`src/rtl/wb_uart_loader.sv`:
```
// Wishbone initiator driven by a UART byte stream: host frames select reads or writes,
// read data and a status byte are returned over the UART transmit byte interface.
module wb_uart_loader #(
    parameter logic [23:0] RX_TIMEOUT = 24'd5_000_000,
    parameter logic [15:0] WB_TIMEOUT = 16'd1024
) (
    input  logic        i_clk,
    input  logic        i_rst,
    input  logic [7:0]  i_rx_data,
    input  logic        i_rx_valid,
    output logic [7:0]  o_tx_data,
    output logic        o_tx_valid,
    input  logic        i_tx_busy,
    output logic        o_wb_cyc,
    output logic        o_wb_stb,
    output logic        o_wb_we,
    output logic [31:0] o_wb_addr,
    output logic [31:0] o_wb_data,
    output logic [3:0]  o_wb_sel,
    input  logic        i_wb_stall,
    input  logic        i_wb_ack,
    input  logic [31:0] i_wb_data,
    output logic        o_hold,
    output logic        o_busy
);

    localparam logic [7:0] CMD_WRITE = 8'h57;
    localparam logic [7:0] CMD_READ  = 8'h52;
    localparam logic [7:0] ST_ACK    = 8'h06;
    localparam logic [7:0] ST_NAK    = 8'h15;

    typedef enum logic [3:0] {
        IDLE, ADDR, CNT, DATA, WB_REQ, WB_WAIT, TX_BYTE, TX_GAP, STATUS
    } state_t;

    state_t state, state_next;

    logic [23:0] rx_shift;
    logic [1:0]  bidx;
    logic [29:0] word_addr;
    logic [15:0] cnt_rem;
    logic        is_write;
    logic        err;
    logic [31:0] rd_word;
    logic [23:0] rx_tmr;
    logic [15:0] wb_tmr;

    logic        rx_phase, rx_timeout, cmd_ok;
    logic        wb_active, wb_ack_seen, wb_abort, wb_start;
    logic        tx_fire;
    logic [31:0] rx_word;
    logic [15:0] cnt_new;
    state_t      after_ack;

    // Incoming bytes shift in from the top so multi-byte fields land little-endian.
    assign rx_word   = {i_rx_data, rx_shift};
    assign cnt_new   = {i_rx_data, rx_shift[23:16]};
    assign o_wb_addr = {word_addr, 2'b00};
    assign o_wb_sel  = 4'hF;
    assign o_busy    = (state != IDLE);

    always_ff @(posedge i_clk or posedge i_rst) begin
        if (i_rst) begin
            state <= IDLE;
        end else begin
            state <= state_next;
        end
    end

    always_comb begin
        state_next  = state;
        rx_phase    = (state == ADDR) || (state == CNT) || (state == DATA);
        rx_timeout  = rx_phase && !i_rx_valid && (rx_tmr == RX_TIMEOUT - 24'd1);
        cmd_ok      = (state == IDLE) && i_rx_valid &&
                      ((i_rx_data == CMD_WRITE) || (i_rx_data == CMD_READ));
        wb_active   = (state == WB_REQ) || (state == WB_WAIT);
        wb_ack_seen = wb_active && i_wb_ack;
        wb_abort    = wb_active && !i_wb_ack && (wb_tmr == WB_TIMEOUT - 16'd1);
        tx_fire     = ((state == TX_BYTE) || (state == STATUS)) && !i_tx_busy;
        after_ack   = is_write ? ((cnt_rem == 16'd1) ? STATUS : DATA) : TX_BYTE;

        case (state)
            IDLE: begin
                if (cmd_ok) state_next = ADDR;
            end
            ADDR: begin
                if (rx_timeout)                         state_next = IDLE;
                else if (i_rx_valid && bidx == 2'd3)    state_next = CNT;
            end
            CNT: begin
                if (rx_timeout) begin
                    state_next = IDLE;
                end else if (i_rx_valid && bidx == 2'd1) begin
                    if (cnt_new == 16'd0)  state_next = STATUS;
                    else if (is_write)     state_next = DATA;
                    else                   state_next = WB_REQ;
                end
            end
            DATA: begin
                if (rx_timeout)                         state_next = IDLE;
                else if (i_rx_valid && bidx == 2'd3)    state_next = WB_REQ;
            end
            WB_REQ: begin
                if (wb_ack_seen)       state_next = after_ack;
                else if (wb_abort)     state_next = STATUS;
                else if (!i_wb_stall)  state_next = WB_WAIT;
            end
            WB_WAIT: begin
                if (wb_ack_seen)       state_next = after_ack;
                else if (wb_abort)     state_next = STATUS;
            end
            TX_BYTE: begin
                if (tx_fire) state_next = TX_GAP;
            end
            TX_GAP: begin
                // bidx wraps to zero once all four bytes of the word have gone out
                if (bidx != 2'd0)            state_next = TX_BYTE;
                else if (cnt_rem == 16'd0)   state_next = STATUS;
                else                         state_next = WB_REQ;
            end
            STATUS: begin
                if (tx_fire) state_next = IDLE;
            end
            default: state_next = IDLE;
        endcase

        wb_start = (state_next == WB_REQ) && (state != WB_REQ);
    end

    always_ff @(posedge i_clk or posedge i_rst) begin
        if (i_rst) begin
            rx_shift   <= '0;
            bidx       <= '0;
            word_addr  <= '0;
            cnt_rem    <= '0;
            is_write   <= 1'b0;
            err        <= 1'b0;
            rd_word    <= '0;
            rx_tmr     <= '0;
            wb_tmr     <= '0;
            o_wb_cyc   <= 1'b0;
            o_wb_stb   <= 1'b0;
            o_wb_we    <= 1'b0;
            o_wb_data  <= '0;
            o_tx_valid <= 1'b0;
            o_tx_data  <= '0;
            o_hold     <= 1'b0;
        end else begin
            o_tx_valid <= tx_fire;
            rx_tmr     <= (rx_phase && !i_rx_valid) ? rx_tmr + 24'd1 : 24'd0;

            if (state == IDLE) bidx <= 2'd0;

            if (cmd_ok) begin
                is_write <= (i_rx_data == CMD_WRITE);
                o_hold   <= (i_rx_data == CMD_WRITE);
                err      <= 1'b0;
            end

            if (rx_phase && i_rx_valid) begin
                rx_shift <= rx_word[31:8];
                bidx     <= (state == CNT && bidx == 2'd1) ? 2'd0 : bidx + 2'd1;
                if (state == ADDR && bidx == 2'd3) word_addr <= rx_word[31:2];
                if (state == CNT  && bidx == 2'd1) cnt_rem   <= cnt_new;
                if (state == DATA && bidx == 2'd3) o_wb_data <= rx_word;
            end

            if (rx_timeout) o_hold <= 1'b0;

            // Single pipelined transfer: stb drops once accepted, cyc holds until ack.
            if (wb_start) begin
                o_wb_cyc <= 1'b1;
                o_wb_stb <= 1'b1;
                o_wb_we  <= is_write;
                wb_tmr   <= 16'd0;
            end else if (wb_ack_seen) begin
                o_wb_cyc  <= 1'b0;
                o_wb_stb  <= 1'b0;
                o_wb_we   <= 1'b0;
                word_addr <= word_addr + 30'd1;
                cnt_rem   <= cnt_rem - 16'd1;
                if (!is_write) rd_word <= i_wb_data;
            end else if (wb_abort) begin
                o_wb_cyc <= 1'b0;
                o_wb_stb <= 1'b0;
                o_wb_we  <= 1'b0;
                err      <= 1'b1;
            end else if (wb_active) begin
                wb_tmr <= wb_tmr + 16'd1;
                if (state == WB_REQ && !i_wb_stall) o_wb_stb <= 1'b0;
            end

            if (tx_fire) begin
                if (state == STATUS) begin
                    o_tx_data <= err ? ST_NAK : ST_ACK;
                    o_hold    <= 1'b0;
                end else begin
                    o_tx_data <= rd_word[7:0];
                    rd_word   <= {8'h00, rd_word[31:8]};
                    bidx      <= bidx + 2'd1;
                end
            end
        end
    end

endmodule

```
`config.mk`:
```
export PLATFORM = sky130hd
export DESIGN_NAME = wb_uart_loader
export DESIGN_NICKNAME = d
export VERILOG_FILES = /design/src/rtl/wb_uart_loader.sv
export SDC_FILE = /design/constraint.sdc
export NUM_CORES = 1
export LEC_CHECK = 0
export CELL_PAD_IN_SITES_DETAIL_PLACEMENT = 1
export CELL_PAD_IN_SITES_GLOBAL_PLACEMENT = 1
export CORE_MARGIN = 2
export CORE_UTILIZATION = 42
export DETAILED_ROUTE_END_ITERATION = 10
export PLACE_DENSITY_LB_ADDON = 0.1
export SLEW_MARGIN = 20
export SYNTH_ARGS = -nofsm -noshare
export SYNTH_HDL_FRONTEND = slang
export SYNTH_SLANG_ARGS = --single-unit
```
`constraint.sdc`:
```
create_clock -name i_clk -period 6.7 [get_ports i_clk]
set_input_delay 0.67 -clock i_clk [delete_from_list [all_inputs] [get_ports i_clk]]
set_output_delay 0.67 -clock i_clk [all_outputs]
set_load 0.01 [all_outputs]
```
# After elaboration in Yosys (flattened, before gate mapping)
# Cells that the tools add are included.
[word_totals]
ff_bits = 195
inputBits = 46
output_inout_bits = 82
wordCells = 141
[op_classes]
addsub = 5
eq_ne = 19
mux = 63
reduce_logical = 37
[ops]
columns = ["op", "n"]
rows = [
  ["32-bit 2-to-1 mux", 5],
  ["16-bit 2-to-1 mux", 8],
  ["30-bit 2-to-1 mux", 4],
  ["4-bit 2-to-1 mux", 19],
  ["4-bit case mux with 9 select lines", 1],
  ["16-bit logical NOT", 2],
  ["30-bit by 1-bit adder with 30-bit output (second input constant)", 1],
  ["24-bit by 1-bit adder with 24-bit output (second input constant)", 1],
  ["24-bit by 23-bit == test with 1-bit output (second input constant)", 1],
  ["24-bit 2-to-1 mux", 1],
  ["4-bit by 3-bit == test with 1-bit output (second input constant)", 5],
  ["1-bit 2-to-1 mux", 17],
  ["16-bit by 1-bit adder with 16-bit output (second input constant)", 1],
  ["16-bit by 1-bit == test with 1-bit output (second input constant)", 1],
  ["16-bit by 10-bit == test with 1-bit output (second input constant)", 1],
  ["8-bit by 7-bit == test with 1-bit output (second input constant)", 2],
  ["1-bit logical AND", 16],
  ["16-bit by 1-bit subtractor with 16-bit output (second input constant)", 1],
  ["4-bit nonzero test", 3],
  ["2-bit 2-to-1 mux", 5],
  ["4-bit by 2-bit == test with 1-bit output (second input constant)", 2],
  ["8-bit 2-to-1 mux", 1],
  ["1-bit logical OR", 5],
  ["5-bit 2-to-1 mux", 1],
  ["14 further kinds", 20],
]

# Depth between registers and ports, before layout
# Gate-level depths: netlist of the first run.
[logic_depth]
word_depth = 12
mapped_depth = 9
ltp_nobuf = 8

# Worst setup path before layout of the first run
# No wires, ideal clock.
[synth_path]
path_kind = "input port to flip-flop"
from = "input port i_rx_valid"
to = "register wb_tmr[4]"
setup_time_ns = 0.119
arrival_ns = 2.655
required_time_ns = 6.581
setup_slack_ns = 3.926
cell_stages = 8
n_path_buf = 3
cell_sequence = "clkbuf_1 > or4_1 > clkbuf_1 > nor4_2 > a21oi_1 > nor4b_4 > buf_6 > nor2_1"
[synth_via]
elab_chain_len = 9
elab_cells_between_ends = 22
classes_between = "eq/ne (3); mux (9); reduce/logical (10)"
[synth_lines]
columns = ["element", "line", "text"]
rows = [
  ["from (decl)", "10", "input logic i_rx_valid,"],
  ["1-bit logical NOT", "73", "rx_timeout = rx_phase && !i_rx_valid && (rx_tmr == RX_TIMEOUT - 24'd1);"],
  ["1-bit logical AND (2 in a row)", "73", ""],
  ["4-bit 2-to-1 mux, on equally long branches", "100, 87, 91", ""],
  ["4-bit case mux with 9 select lines (*)", "82", "case (state)"],
  ["4-bit by 3-bit == test with 1-bit output (*)", "127", "wb_start = (state_next == WB_REQ) && (state != WB_REQ);"],
  ["1-bit logical AND (*)", "127", ""],
  ["2-bit by 1-bit inequality test with 1-bit output (no source line) or 2-bit nonzero test (tied branches)", "-", ""],
  ["3-bit AND reduction (no source line)", "-", ""],
  ["to (signal assigned)", "189", "wb_tmr <= wb_tmr + 16'd1;"],
  ["to (decl)", "46", "logic [15:0] wb_tmr;"],
]
# Every way passes the cells marked *; elsewhere a longest branch is shown, timed or not.
# A chain may end at the register's enable or synchronous reset.

# Final worst setup path of the first run
[layout_path]
from = "register state[1]"
to = "register wb_tmr[3]"
[layout_via]
elab_chain_len = 11
elab_cells_between_ends = 44
classes_between = "eq/ne (12); mux (16); reduce/logical (16)"
[layout_lines]
columns = ["element", "line", "text"]
rows = [
  ["from (decl)", "36", "state_t state, state_next;"],
  ["from (signal assigned)", "66", "state <= state_next;"],
  ["4-bit by 3-bit == test with 1-bit output (tied with other cells)", "76, 82", ""],
  ["1-bit logical OR, on equally long branches", "76, 72", ""],
  ["1-bit logical AND or 1-bit logical OR (tied branches)", "78, 72", ""],
  ["1-bit logical AND, on equally long branches", "78, 73", ""],
  ["4-bit 2-to-1 mux (tied with other cells)", "110", "else if (wb_abort) state_next = STATUS;"],
  ["4-bit 2-to-1 mux, on equally long branches", "-", ""],
  ["4-bit case mux with 9 select lines", "82", ""],
  ["4-bit by 3-bit == test with 1-bit output", "127", ""],
  ["1-bit logical AND", "127", ""],
  ["2-bit by 1-bit inequality test with 1-bit output (no source line) or 2-bit nonzero test (tied branches)", "-", ""],
  ["3-bit AND reduction (no source line)", "-", ""],
]
# Several ways; a longest one is shown, not always the timed one.

==> run_results.csv, run 1 <==
group,metric,value,unit
status,status,"finished clean",
min_path,hold_class,"reg2reg",
yosys,yosys.area_share.simple,0.211,
cells_and_area,fin_util,0.522,
worst_setup_path,critical_path_class,"reg2reg",
floorplanning,num_rows,54,
route,drc,0,
yosys,ys_seq_area_frac,0.514,
power_and_ir_drop,p_per_area,229,nW/um^2
clock_tree,cts_buffer_depth,2,
yosys,synthCells,981,
clock_tree,clock-root-buffer,"clkbuf_16",
worst_setup_path,r2r-start,"state[1]",
sta,fin_setup_tns,0,ps
yosys,yosys_most_used_dff,"dfrtp_1",
min_path,holdPathStages,2,
worst_setup_path,crit_path_start_kind,"flip-flop",
worst_setup_path,r2r-end,"wb_tmr[3]",
cells_and_area,diodes,0,
yosys,yosys.area.top_type,"dfrtp_1",
route,met1_length,13100,microns
yosys,synth_top_family_by_area,"simple AND/OR/NAND/NOR gates",
route,ant_nets,0,
place,numPortBuffers,121,
yosys,syn_area,9490,sq um
yosys,synth_top_cells_by_area,"dfrtp_1 51%, nand2_1 6.6%, nor2_1 4.0%, mux2_2 3.7%, o21ai_0 3.3%",
min_path,hold_start,"rx_shift[0]",
clock_tree,cts_sinks,195,
cells_and_area,seq_area,4880,sq um
yosys,synth_compound_area_frac,0.129,
floorplanning,core-area,22000,sq um
min_path,min_to,"rx_shift[0]",
route,vias_per_cell,5.66,
floorplanning,die_h,154,microns
clock_tree,cts_setup_buffers,0,
cells_and_area,syn2layout_area_growth,21.1,%
route,first_pass_iters,5,
worst_setup_path,rr_worst_depth,7,
route,wl_met3,1010,microns
cells_and_area,layout.nets,1134,
yosys,synth.area.mux_share,0.0632,
grt,antenna_found_initial,0,
sta,period_share,0.527,
route,routed_wl,27000,microns
yosys,synth_enable_flop_cells,0,
grt,grt_pass1_wl,43800,microns
route,wl_met2,12600,microns
clock_tree,clk_pin_slew_worst_paths,90,ps
route,wl_per_cell,19.7,microns
sta,rsz0062_at_grt,"no",
worst_setup_path,cp.arrival,3860,ps
sta,min_period,3530,ps
cells_and_area,n_fill_cell,2465,
sta,skew,17.7,ps
route,top_layer,"met4",
sta,worst_slew_pin_slew,1140,ps
grt,grt_max_degree,80,
worst_setup_path,crit_fanout,25,
yosys,ys_types,65,
sta,slew_viol_final,0,
route,drt_iter0_drc,427,
flow_run,maxCapViolations,0,
worst_setup_path,critPathRequiredTime,7030,ps
place,place.detailed.hpwl,18500,microns
sta,max_freq,283,MHz
yosys,synthAdderAreaFrac,0.0119,
grt,grt.overflow.total,0,
cells_and_area,multi_input_area,4290,sq um
floorplanning,dieWidth,154,microns
place,place.gp.congestion,0.820,
clock_tree,holdBufCountCts,0,
cells_and_area,final_layout_size_suffix_gt1_frac,0.0943,
grt,gr-usage-all-layers,0.233,
sta,final-setup-viol-count,0,
yosys,synth_xor_area_frac,0.0323,
yosys,avgSynthCellArea,9.67,sq um
floorplanning,initial_core_util,0.431,
yosys,netlist.area_leader.share,0.514,
floorplanning,die_area,23800,sq um
route,num_vias,7767,
sta,hold_viol,0,
floorplanning,boundaryPins,128,
power_and_ir_drop,power_leakage,0.00518,uW
clock_tree,cts_tree,"built",
worst_setup_path,endpoint_kind,"flip-flop",
clock_tree,htree_levels,4,
yosys,ys_async_sr_fraction,1.00,
yosys,ys_seq_elements,195,
grt,grt_pass1_vias,8058,
sta,maxSlewHeadroom,0.242,
clock_tree,cts_resized,0,
yosys,yosys_warnings,0,
clock_tree,clock_latency,440,ps
worst_setup_path,reg2reg_slack,3170,ps
clock_tree,cts_buffers,17,
power_and_ir_drop,worst_ir_drop_vdd,136,uV
cells by family (layout without fill, tap and decap cells):
logic type | after synthesis | in the layout
buffers and inverters | 74 | 181
adders and majority gates | 9 | 9
muxes | 56 | 56
DFF | 195 | 195
and+or+nand+nor | 418 | 418
AOI/OAI and AO/OA | 192 | 192
other | 2 | 6
xor gates and xnor gates | 35 | 35
Yosys cell counts (all sizes together) (2+ instances only):
| library cell | n |
|---|---|
| a211o | 4 |
| a211oi | 15 |
| a21o | 5 |
| a21oi | 54 |
| a221o | 2 |
| a22o | 4 |
| a22oi | 3 |
| a311oi | 14 |
| a31oi | 3 |
| and2 | 4 |
| and3 | 13 |
| and4 | 10 |
| buf | 17 |
| clkbuf | 39 |
| conb | 2 |
| dfrtp | 195 |
| ha | 9 |
| inv | 18 |
| mux2 | 31 |
| mux2i | 25 |
| nand2 | 168 |
| nand2b | 5 |
| nand3 | 35 |
| nand3b | 3 |
| nand4 | 18 |
| nor2 | 100 |
| nor2b | 2 |
| nor3 | 23 |
| nor3b | 2 |
| nor4 | 9 |
| nor4b | 4 |
| o21ai | 64 |
| o221a | 9 |
| o22ai | 4 |
| o31ai | 3 |
| o32ai | 2 |
| or2 | 2 |
| or3 | 9 |
| or4 | 6 |
| xnor2 | 10 |
| xor2 | 25 |
layout by cell type, fill, tap and decap left out, types with 4 or more instances in the layout:
| cell type | instances |
|---|---|
| a211oi_1 | 15 |
| a21o_1 | 5 |
| a21oi_1 | 53 |
| a22o_1 | 4 |
| a311oi_1 | 14 |
| and2_1 | 4 |
| and3_1 | 13 |
| and4_1 | 10 |
| buf_4 | 9 |
| clkbuf_16 | 17 |
| clkdlybuf4s50_1 | 121 |
| conb_1 | 6 |
| dfrtp_1 | 195 |
| ha_1 | 9 |
| inv_1 | 17 |
| inv_8 | 7 |
| mux2_2 | 31 |
| mux2i_1 | 25 |
| nand2_1 | 168 |
| nand2b_1 | 5 |
| nand3_1 | 34 |
| nand4_1 | 18 |
| nor2_1 | 100 |
| nor3_1 | 21 |
| nor4_1 | 6 |
| o21ai_0 | 63 |
| o221a_2 | 9 |
| o22ai_1 | 4 |
| or3_1 | 9 |
| xnor2_1 | 10 |
| xor2_1 | 25 |
flip-flops by register name, summed over array words and instances, names as in the netlist, 2 cells and up:
name,cells
o_tx_data,8
state,4
rx_tmr,24
bidx,2
o_wb_data,32
rd_word,32
rx_shift,24
cnt_rem,16
wb_tmr,16
word_addr,30
metal layers:
| metal | GRT usage | vias to the layer above |
|---|---|---|
| met2 | 0.374 | 166 |
| met5 | 0 | - |
| li1 | - | 3651 |
| met1 | 0.334 | 3934 |
| met3 | 0.0389 | 16 |
| met4 | 0.0507 | 0 |
how the worst max path moves through the flow:
| stage | end | slack (ps) | start | depth (start not counted) |
|---|---|---|---|---|
| 2_1_floorplan | bidx[0] | 720 | i_rst | 1 |
| 3_3_place_gp | o_wb_we | 2540 | i_rx_valid | 6 |
| 3_5_place_dp | o_wb_we | 2460 | i_rx_valid | 6 |
| 4_1_cts | o_wb_we | 2840 | state[1] | 6 |
| 5_1_grt | o_wb_stb | 2840 | state[1] | 7 |
| 6_report | wb_tmr[3] | 3170 | state[1] | 7 |
critical path, cell delays in order, from the launching register on:
cell and delay [ps]:
dfrtp_1 790, nor2_1 190, or4_1 860, nor4_2 540, a21oi_1 150, nor4b_4 520
buf_4 290, nor2_1 70
where the power goes:
part | switching, uW | total, uW | internal, uW
logic | 116 | 197 | 81.2
registers | 144 | 1400 | 1250
clock network | 527 | 1040 | 510
total | 787 | 2630 | 1840
metrics by stage:
step	power (uW)	cells	setup slack, ps	cell area (sq um)	hold slack, ps
after floorplan	1460	985	718	9500	442
after global placement	1600	1338	2540	10900	460
after detailed placement	1610	1338	2460	10900	473
after CTS	2650	1370	2840	11500	493
after global routing	2740	1372	2840	11500	523
final	2630	1372	3170	11500	484
layout make-up:
class / count / area share
clock inverter: 15 / 0.0153
inverter: 18 / 0.00653
clock buffer: 17 / 0.0370
timing repair buffer: 131 / 0.113
sequential: 195 / 0.425
tap: 280 / 0.0305
multi-input combinational: 716 / 0.374
(Power assumes the default switching activity.)
==> run 2: changes to the inputs <==
--- a/config.mk
+++ b/config.mk
@@ -8,7 +8,7 @@
 export CELL_PAD_IN_SITES_DETAIL_PLACEMENT = 1
 export CELL_PAD_IN_SITES_GLOBAL_PLACEMENT = 1
 export CORE_MARGIN = 2
-export CORE_UTILIZATION = 42
+export CORE_UTILIZATION = 39
 export DETAILED_ROUTE_END_ITERATION = 10
 export PLACE_DENSITY_LB_ADDON = 0.1
 export SLEW_MARGIN = 20
==> constraint.sdc (replaced) <==
create_clock -name i_clk -period 3 [get_ports i_clk]
set_input_delay 0.3 -clock i_clk [delete_from_list [all_inputs] [get_ports i_clk]]
set_output_delay 0.3 -clock i_clk [all_outputs]
set_load 0.01 [all_outputs]
==> run 2 against run 1 <==
Net effect: first-iteration DRC count is 0.23% higher; critical path depth is 3 lower; setup slack worse by 2900 ps; critical path type is now reg2out; sequential cell count stayed put; global-route usage is 0.25 points lower.
==> run_results.csv, run 2 (synthesis gave the netlist of run 1 again) <==
group,metric,value,unit
floorplanning,core-area,24100,sq um
power_and_ir_drop,p_per_area,497,nW/um^2
grt,grt_max_degree,74,
clock_tree,clock-root-buffer,"clkbuf_16",
clock_tree,htree_levels,4,
sta,skew,16.7,ps
clock_tree,cts_sinks,195,
worst_setup_path,reg2reg_slack,280,ps
worst_setup_path,cp.arrival,2470,ps
sta,slew_viol_final,0,
floorplanning,boundaryPins,128,
clock_tree,holdBufCountCts,0,
worst_setup_path,r2r-end,"wb_tmr[2]",
grt,grt.overflow.total,0,
sta,min_period,2770,ps
cells_and_area,syn2layout_area_growth,24.6,%
cells_and_area,mostFrequentLayoutCell,"dfrtp_1",
grt,grt_pass1_wl,46700,microns
place,place.detailed.hpwl,19900,microns
route,wl_per_cell,19.6,microns
sta,fin_setup_tns,0,ps
floorplanning,dieWidth,160,microns
clock_tree,cts_buffer_depth,2,
route,routed_wl,28400,microns
cells_and_area,layout.nets,1170,
route,vias_per_cell,5.51,
sta,maxSlewHeadroom,0.473,
worst_setup_path,crit_path_end,"o_busy",
cells_and_area,fin_util,0.491,
place,numPlacedInstances,1420,
status,status,"finished clean",
route,num_vias,8005,
clock_tree,cts_setup_buffers,0,
route,first_pass_iters,5,
grt,grt-busiest-layer,"met2",
place,dp_worst_setup_slack,27.8,ps
floorplanning,die_area,25600,sq um
sta,final-setup-viol-count,0,
worst_setup_path,critPathRequiredTime,2700,ps
cells_and_area,reg_top3,"o_wb_data (32), rd_word (32), word_addr (30)",
sta,max_freq,361,MHz
cells_and_area,diodes,0,
grt,grt_use_met1,0.331,
grt,use_met2,0.362,
route,drc,0,
flow_run,maxCapViolations,0,
grt,gr-usage-met3,0.0416,
grt,gr-usage-all-layers,0.230,
sta,setup_slack,231,ps
worst_setup_path,worstSetupStartpoint,"state[1]",
clock_tree,clk_pin_slew_worst_paths,80,ps
route,ant_nets,0,
clock_tree,cts_resized,0,
grt,antenna_found_initial,0,
min_path,hold_class,"in2async",
sta,worst_slew_pin_slew,784,ps
worst_setup_path,rr_worst_depth,7,
sta,hold_viol,0,
worst_setup_path,crit_path_start_kind,"flip-flop",
sta,rsz0062_at_grt,"no",
worst_setup_path,crit_fanout,12,
cells_and_area,n_fill_cell,2756,
floorplanning,initial_core_util,0.394,
worst_setup_path,r2r-start,"cnt_rem[6]",
power_and_ir_drop,total_power,5880,uW
place,place.gp.congestion,0.796,
route,drt_iter0_drc,428,
cells_and_area,fin_cells,1452,
sta,period_share,0.923,
grt,grt_pass1_vias,8414,
clock_tree,cts_buffers,17,
power_and_ir_drop,worst_ir_drop_vdd,240,uV
floorplanning,num_rows,57,
floorplanning,die_h,160,microns
cells_and_area,final_layout_size_suffix_gt1_frac,0.122,
cells_and_area,final_cell_mix,"195 x dfrtp_1, 168 x nand2_1, 121 x clkdlybuf4s50_1",
place,numPortBuffers,121,
worst_setup_path,endpoint_kind,"output port",
clock_tree,clock_latency,450,ps
clock_tree,cts_tree,"built",
worst_setup_path,critical_path_class,"reg2out",
power_and_ir_drop,power_leakage,0.00535,uW
-- run 2: cell types whose count changed in the layout (fill, tap and decap cells not counted), moves of 3 or more --
cell        change
buf_4          +34
buf_12          +3
clkinvlp_4      +3
inv_8           -3
-- run 2: worst min path at each step --
stage	end	slack [ps]	depth (start not counted)
2_1_floorplan	rx_shift[17]	410	2
3_3_place_gp	rd_word[12]	460	2
3_5_place_dp	rx_shift[0]	470	2
4_1_cts	o_wb_data[1]	380	3
5_1_grt	rd_word[30]	390	3
6_report	o_wb_data[1]	360	3
-- run 2: cell type report --
type / count / area, sq um / area share
tap: 324 / 405 / 0.0343
timing repair buffer: 167 / 1590 / 0.135
sequential: 195 / 4880 / 0.413
multi-input combinational: 716 / 4290 / 0.363
clock buffer: 19 / 443 / 0.0375
clock inverter: 13 / 136 / 0.0115
inverter: 18 / 71.3 / 0.00603
-- run 2: report_power, final --
part | switching [uW] | total [uW] | internal [uW]
combinational | 290 | 501 | 211
clock | 1150 | 2280 | 1130
sequential | 298 | 3090 | 2790
-- run 2: stage by stage --
stage	area [sq um]	hold WS [ps]
6_report	11800	362
5_1_grt	11800	395
4_1_cts	11800	378
3_5_place_dp	11200	469
3_3_place_gp	11200	459
2_1_floorplan	9510	405
-- run 2: layer usage --
metal / share of wire / vias up
met1: 0.47 / 4084
met5: 0 / -
met2: 0.47 / 166
li1: - / 3731
met4: 0.013 / 0
met3: 0.049 / 24
-- run 2: critical path, cell delays in order, from the launching register on --
cell,delay (ps)
dfrtp_1,490
buf_4,230
nor4_1,710
inv_1,80
clkdlybuf4s50_1,520
==> run 3: changes to the inputs <==
--- a/config.mk
+++ b/config.mk
@@ -10,6 +10,7 @@
 export CORE_MARGIN = 2
 export CORE_UTILIZATION = 39
 export DETAILED_ROUTE_END_ITERATION = 10
+export GPL_TIMING_DRIVEN = 0
 export PLACE_DENSITY_LB_ADDON = 0.1
 export SLEW_MARGIN = 20
 export SYNTH_ARGS = -nofsm -noshare
==> run 3 against run 2 <==
Net effect: clock skew down 4.1 ps; count of clock-buffer cells in the layout down 1; sequential power about the same; global-route usage up 0.38 points; sequential cell count unchanged; clock power up 4%; critical path depth up 2; hold slack worse by 63 ps; sequential share of layout area down 0.20 points; first-iteration DRC count down 12%.
==> run_results.csv, run 3 (synthesis gave the netlist of run 1 again) <==
group,metric,value,unit
status,status,"finished clean",
floorplanning,die_h,160,microns
clock_tree,cts_buffer_depth,2,
floorplanning,die_area,25600,sq um
worst_setup_path,cpMaxStageDelayCell,"nor3_1",
route,drc,0,
clock_tree,cts_tree,"built",
clock_tree,htree_levels,4,
power_and_ir_drop,worst_ir_drop_vdd,323,uV
cells_and_area,diodes,0,
sta,period_share,0.946,
worst_setup_path,critical_path_class,"reg2reg",
worst_setup_path,max_stage_delay,880,ps
sta,hold_viol,0,
worst_setup_path,crit_path_start_kind,"flip-flop",
floorplanning,dieWidth,160,microns
worst_setup_path,crit_fanout,10,
worst_setup_path,endpoint_kind,"flip-flop",
floorplanning,core-area,24100,sq um
sta,worst_slew_pin_slew,1120,ps
clock_tree,clk_pin_slew_worst_paths,80,ps
clock_tree,holdBufCountCts,0,
cells_and_area,mostFrequentLayoutCell,"dfrtp_1",
grt,antenna_found_initial,0,
cells_and_area,syn2layout_area_growth,25.2,%
clock_tree,clock-root-buffer,"clkbuf_16",
route,drt_iter0_drc,376,
cells_and_area,n_fill_cell,2785,
min_path,hold_class,"in2async",
worst_setup_path,path_delay_family,"simple AND/OR/NAND/NOR gates",
worst_setup_path,crit_top_cell,"clkbuf_1",
clock_tree,clock_latency,440,ps
worst_setup_path,critPathRequiredTime,3330,ps
clock_tree,cts_sinks,195,
sta,max_freq,352,MHz
worst_setup_path,cp.arrival,3170,ps
sta,min_period,2840,ps
floorplanning,boundaryPins,128,
place,numPortBuffers,118,
floorplanning,num_rows,57,
power_and_ir_drop,p_per_area,502,nW/um^2
route,ant_nets,0,
place,dp_worst_setup_slack,-323,ps
worst_setup_path,r2r-end,"word_addr[10]",
sta,rsz0062_at_grt,"no",
floorplanning,initial_core_util,0.394,
sta,maxSlewHeadroom,0.246,
worst_setup_path,rr_worst_depth,6,
cells_and_area,reg_top3,"o_wb_data (32), rd_word (32), word_addr (30)",
cells_and_area,layout.nets,1186,
route,num_vias,8030,
cells_and_area,final_layout_size_suffix_gt1_frac,0.101,
power_and_ir_drop,power_leakage,0.00533,uW
worst_setup_path,reg2reg_slack,160,ps
clock_tree,cts_buffers,17,
grt,grt_max_degree,31,
flow_run,maxCapViolations,0,
grt,grt_pass1_vias,8545,
worst_setup_path,r2r-start,"state[0]",
route,wl_per_cell,19.8,microns
sta,slew_viol_final,0,
grt,grt_pass1_wl,47700,microns
place,place.gp.congestion,0.805,
sta,whs,300,ps
place,place.detailed.hpwl,21000,microns
route,routed_wl,29100,microns
grt,gr-usage-all-layers,0.234,
grt,grt.overflow.total,0,
worst_setup_path,cp.buffers_inverters,2,
route,first_pass_iters,5,
route,vias_per_cell,5.47,
sta,skew,12.6,ps
sta,final-setup-viol-count,0,
worst_setup_path,crit_chain,"clkbuf_1 > nand2_1 > nor3_1 > clkbuf_1 > a211oi_1 > a311oi_1",
sta,setup_slack,162,ps
cells_and_area,final_cell_mix,"195 x dfrtp_1, 168 x nand2_1, 118 x clkdlybuf4s50_1",
==> run 3: final cells by class <==
cell class / instances / area, sq um / area share
Clock inverter: 14 / 164 / 0.0138
Multi-Input combinational cell: 716 / 4290 / 0.361
Buffer: 56 / 288 / 0.0242
Clock buffer: 18 / 439 / 0.0370
Sequential cell: 195 / 4880 / 0.411
Timing Repair Buffer: 127 / 1340 / 0.113
Tap cell: 324 / 405 / 0.0341
Inverter: 18 / 71.3 / 0.00600
==> run 3: stage by stage <==
step	util	cells	setup TNS, ps	instance area [sq um]	total power [uW]
after global placement	0.460	1427	-322130	11100	3590
after floorplan	-	985	0	9510	3250
after detailed placement	0.466	1434	-4370	11200	3640
after global routing	0.493	1468	0	11900	6210
final	0.493	1468	0	11900	5960
after CTS	0.492	1468	0	11900	6020
==> run 3: power by group <==
| group | internal, uW | leakage, uW | switching (uW) |
|---|---|---|---|
| Clock | 1220 | 0.000290 | 1160 |
| Combinational | 202 | 0.00242 | 273 |
| Sequential | 2790 | 0.00262 | 314 |
| Total | 4210 | 0.00533 | 1750 |
==> run 3: layer usage <==
layer,global-route usage,share of wire,routed length [microns],vias to the layer above
met1,0.324,0.47,13600,4105
met4,0.0455,0.011,306,0
met3,0.0447,0.044,1270,24
met5,0,0,0,-
li1,-,-,-,3754
met2,0.388,0.48,14000,147
==> run 3: what timing repair did <==
item / 4_1_cts / 5_1_grt
resized for setup: 0 / 3
gates cloned: 0 / 0
endpoints found under the setup margin: 19 / 21
setup buffers: 2 / 0
pin swaps: 1 / 0
==> run 3: worst max-delay path by stage <==
| stage | startpoint | endpoint | slack (ps) | depth (start not counted) |
|---|---|---|---|---|
| floorplan | i_rst | bidx[0] | 180 | 1 |
| global placement | i_rst | wb_tmr[9] | -1650 | 2 |
| detailed placement | i_wb_ack | wb_tmr[0] | -320 | 8 |
| CTS | state[1] | o_wb_we | 100 | 9 |
| global route | state[1] | rd_word[2] | 20 | 8 |
| finish | state[0] | word_addr[10] | 160 | 6 |
